File: src/rtl/seg_scan_controller.sv
// Scan timing for a four-digit seven-segment multiplexer: one-hot digit select,
// per-slot anti-ghosting blank, 16-level PWM brightness and per-digit masking.
module seg_scan_controller #(
  parameter int unsigned PRESCALE = 1000,
  parameter int unsigned BLANK    = 50
) (
  input  logic       clk,
  input  logic       rst,
  input  logic       run,
  input  logic [3:0] brightness,
  input  logic [3:0] digit_mask,
  output logic [3:0] select,
  output logic       enable,
  output logic       frame_start
);

  localparam logic [15:0] LAST = 16'(PRESCALE - 1);
  localparam logic [15:0] BL   = 16'(BLANK);

  typedef enum logic [1:0] {S_IDLE, S_BLANK, S_ON} state_t;

  state_t      state, state_n;
  logic [15:0] cnt, cnt_n;
  logic [1:0]  idx, idx_n;
  logic [3:0]  phase, phase_n;
  logic [3:0]  lat_b, lat_b_n;
  logic [3:0]  lat_m, lat_m_n;
  logic [3:0]  sel_n;
  logic        en_n, fs_n;

  // Outputs are computed from next-cycle values so they can be registered
  // without adding a cycle of latency.
  always_comb begin
    state_n = S_IDLE;
    cnt_n   = '0;
    idx_n   = '0;
    phase_n = '0;
    lat_b_n = '0;
    lat_m_n = '0;
    sel_n   = 4'b0001;
    en_n    = 1'b0;
    fs_n    = 1'b0;
    if (run) begin
      if (state == S_IDLE) begin
        state_n = S_BLANK;
        fs_n    = 1'b1;
        lat_b_n = brightness;
        lat_m_n = digit_mask;
      end else if (cnt == LAST) begin
        state_n = S_BLANK;
        idx_n   = idx + 2'd1;
        sel_n   = {select[2:0], select[3]};
        fs_n    = (idx == 2'd3);
        lat_b_n = brightness;
        lat_m_n = digit_mask;
      end else begin
        cnt_n   = cnt + 16'd1;
        idx_n   = idx;
        sel_n   = select;
        lat_b_n = lat_b;
        lat_m_n = lat_m;
        if (cnt_n < BL) begin
          state_n = S_BLANK;
        end else begin
          state_n = S_ON;
          phase_n = (state == S_ON) ? phase + 4'd1 : '0;
          en_n    = lat_m[idx] & (phase_n < lat_b);
        end
      end
    end
  end

  always_ff @(posedge clk or posedge rst) begin
    if (rst) begin
      state       <= S_IDLE;
      cnt         <= '0;
      idx         <= '0;
      phase       <= '0;
      lat_b       <= '0;
      lat_m       <= '0;
      select      <= 4'b0001;
      enable      <= 1'b0;
      frame_start <= 1'b0;
    end else begin
      state       <= state_n;
      cnt         <= cnt_n;
      idx         <= idx_n;
      phase       <= phase_n;
      lat_b       <= lat_b_n;
      lat_m       <= lat_m_n;
      select      <= sel_n;
      enable      <= en_n;
      frame_start <= fs_n;
    end
  end

endmodule

File: config.mk
export PLATFORM = sky130hd
export DESIGN_NAME = seg_scan_controller
export DESIGN_NICKNAME = d
export VERILOG_FILES = /design/src/rtl/seg_scan_controller.sv
export SDC_FILE = /design/constraint.sdc
export NUM_CORES = 1
export LEC_CHECK = 0
export ABC_CLOCK_PERIOD_IN_PS = 2500
export CORE_MARGIN = 4
export CORE_UTILIZATION = 60
export DETAILED_ROUTE_END_ITERATION = 6
export DONT_BUFFER_PORTS = 1
export HOLD_SLACK_MARGIN = 0.1
export PLACE_DENSITY_LB_ADDON = 0.12
export SETUP_SLACK_MARGIN = 0.2
export SLEW_MARGIN = 20
export SYNTH_ARGS = -nofsm -noshare
export SYNTH_HDL_FRONTEND = slang
export SYNTH_SLANG_ARGS = --single-unit
File: constraint.sdc
create_clock -name clk -period 2.5 [get_ports clk]
set_input_delay 0.5 -clock clk [delete_from_list [all_inputs] [get_ports clk]]
set_output_delay 0.5 -clock clk [all_outputs]
set_load 0.01 [all_outputs]
==> out/summary.txt <==
Critical Path RT: 2.73 ns
Type of the worst setup path: reg -> reg
H-tree levels: 2
Primary FF master, synth: dfrtp_1
Max cap viols: 0
Post-synth EDFFs: 0
Reg power frac: 56.6%
Initial Util: 65.08%
Vias: 1543
Largest area contributor in the netlist: dfrtp_1
Syn Area/Cell: 9.500 um^2
Iter 0 DRT Violations: 121
Synth cell count leaders: dfrtp_1 (37), nor2_1 (32), nand2_1 (28)
Via density per instance: 5.845
Die area: 0.004420 mm^2
Total global-route track usage: 20.99%
CP Launch Type: register
Routability cong.: 0.8461
CP Capture Point: state[0]
Rows: 20
Synth warnings: 0
Nets@finish: 236
Internal: 884.0 uW
Adder-Cell Fraction of Synth Area: 3.659%
CP startpoint: cnt[4]
Area of the mapped netlist: 0.002052 mm^2
Worst-path clk slew: 0.11 ns
Leakage: 0.0009313 uW
CTS Buf Count: 5
Fin. Hold Viols: 0
Final worst path period share: 84.79%
Root buf cell: clkbuf_4
Switching Power: 237.9 uW
Sink Count: 38
R2R Path Start: cnt[4]
Chip Width: 66.48 um
R2r worst-path depth: 7
Post-DP HPWL: 2.900 mm
Layout cell share with drive strength beyond 1: 11.36%
Final wirelength: 4.018 mm
Worst-margin pin slew: 0.6006 ns
Fillers: 257
Pwr dens: 511.2 mW/mm^2
Number of distinct library cells after synthesis: 44
CP Data Arrival Time: 2.35 ns
First-pass detailed-route iteration total: 4
Area growth syn-to-layout: 6.951%
DRC violations left: 0
Seq/Total Area, Yosys: 46.40%
XOR/XNOR Fraction of Synth Area: 8.049%
CP endpoint kind: register
Antenna violations before repair: 0
Largest net degree at the start of global routing: 39
Outcome: completed
Tmin final: 2.120 ns
Global route overflow: 0
Largest cells by area after synthesis: dfrtp_1 (45%), nor2_1 (5.9%), nand2_1 (5.1%)
Count leader, synth: dfrtp_1
R2r setup slk: 0.38 ns
Clock network fraction of total power: 38.6%
Setup_tns: 0 ns
Final ANT Viol Nets: 0
Vias in the first global route: 1510
VDD IR max: 0.0003706 V
Post-synth ARST share: 100.0%
Post-Synth Simple-Gate Area: 29.39%
Fin Clk Skew: 0.009775 ns
Core footprint: 0.003153 mm^2
Clk buf depth: 2
I/O pin total: 17
Post-synth top area share: 45.12%
Die height: 66.48 um
WL/cell: 15.22 um
Largest family of logic cells by synthesized area: simple AND/OR/NAND/NOR gates
Switching share of power: 21.21%
Max Slew Vio Count: 0
TritonCTS clock tree: done
Finish-stage setup viols: 0
Final Cell Area: 0.002195 mm^2
Slew HR: 59.69%
DP Area: 0.002097 mm^2
Clock Latency Late Sink: 0.33 ns
Mux share of post-synthesis cell area: 1.098%
HP Class: in -> async
Logic pwr share: 4.8%
First-pass GRT wire length: 7.120 mm
Crit Path Max Fanout: 10
FMAX: 0.4717 GHz
Post-Syn Instances: 216
PortBufs: 0
Syn nets: 233
RSZ-0062 raised after global routing: no
Synth Register Bits: 38
Antenna Cells: 0
R2R Path End: state[0]
Synth Area in Compound Gates: 8.171%
final cells by class:
cell class	instances	area [um^2]	area share, %
repair buffers	6	45.04	2.052
inverters	5	18.77	0.8552
well taps	44	55.05	2.509
clock buffers	7	55.05	2.509
flip-flops and latches	38	952.2	43.39
multi-input cells	163	1039	47.32
clock inverters	1	30.03	1.368
through the flow:
| step | total power (uW) | worst slack [ns] | instances | utilization [%] | hold slack (ns) |
|---|---|---|---|---|---|
| 2_1_floorplan | 685.7 | 0.5339 | 216 | - | 0.4323 |
| 3_3_place_gp | 696.6 | 0.3991 | 255 | 66.51 | 0.4457 |
| 4_1_cts | 1132 | 0.2148 | 263 | 69.21 | 0.1629 |
| 3_5_place_dp | 700.7 | 0.2486 | 255 | 66.51 | 0.4689 |
| 6_report | 1122 | 0.3802 | 264 | 69.60 | 0.1535 |
| 5_1_grt | 1169 | 0.2022 | 264 | 69.60 | 0.1992 |
cells by family after synthesis:
kind of cell    count (synthesis)
fa+ha+maj                       6
mux                             1
xor+xnor                       18
simple gates                  112
flops                          38
buf+inv                        15
compound gates                 26
metal layers:
metal	up-vias	track usage [%]	wire (um)
met5	-	0	0
met1	730	29.61	1856
met4	0	5.838	56
li1	755	-	-
met3	8	5.396	234
met2	50	31.97	1871
cell usage in the layout, fill, tap and decap left out, drive strengths merged, types with 7 or more instances in the layout:
cell type and count:
xor2 10, dfrtp 37, nor2 32, a21oi 7, xnor2 8, nand2 28, clkbuf 7, nor4 7
nand3 19, o21ai 7
critical path, cell delays in order, from the launching register on:
cell and delay, ns:
dfrtp_1 0.59, and4_1 0.29, nand2_1 0.17, and4_1 0.26, a211oi_2 0.23, nor4_4 0.08
buf_4 0.17, o31a_1 0.24
worst min path at each step:
stage | slack [ns] | start | cells after the start | end
floorplan | 0.43 | lat_b[0] | 2 | lat_b[0]
global placement | 0.45 | lat_m[1] | 2 | lat_m[1]
detailed placement | 0.47 | lat_m[0] | 2 | lat_m[0]
CTS | 0.16 | rst | 2 | phase[3]
global route | 0.20 | rst | 2 | phase[3]
finish | 0.15 | rst | 2 | state[0]
sequential cells by signal (all words and copies together) (netlist names):
signal / count
cnt: 16
lat_b: 4
lat_m: 4
phase: 4
select: 4
idx: 2
state: 2
enable: 1
frame_start: 1
power by group through the flow:
stage | clock (uW) | sequential [uW] | combinational, uW
2_1_floorplan | 0 | 644 | 41.9
3_3_place_gp | 0 | 645 | 51.3
3_5_place_dp | 0 | 647 | 54.1
4_1_cts | 443 | 635 | 54.6
5_1_grt | 469 | 636 | 63.6
6_report | 434 | 635 | 53.8
repair_timing:
| action | CTS | global route |
|---|---|---|
| endpoints found under the hold margin | 0 | 0 |
| buffers inserted | 0 | 1 |
| endpoints found under the setup margin | 0 | 21 |
| gates resized for setup | 0 | 2 |
| hold buffers | 0 | 0 |
Note: power is estimated with default switching activity, not from simulation.
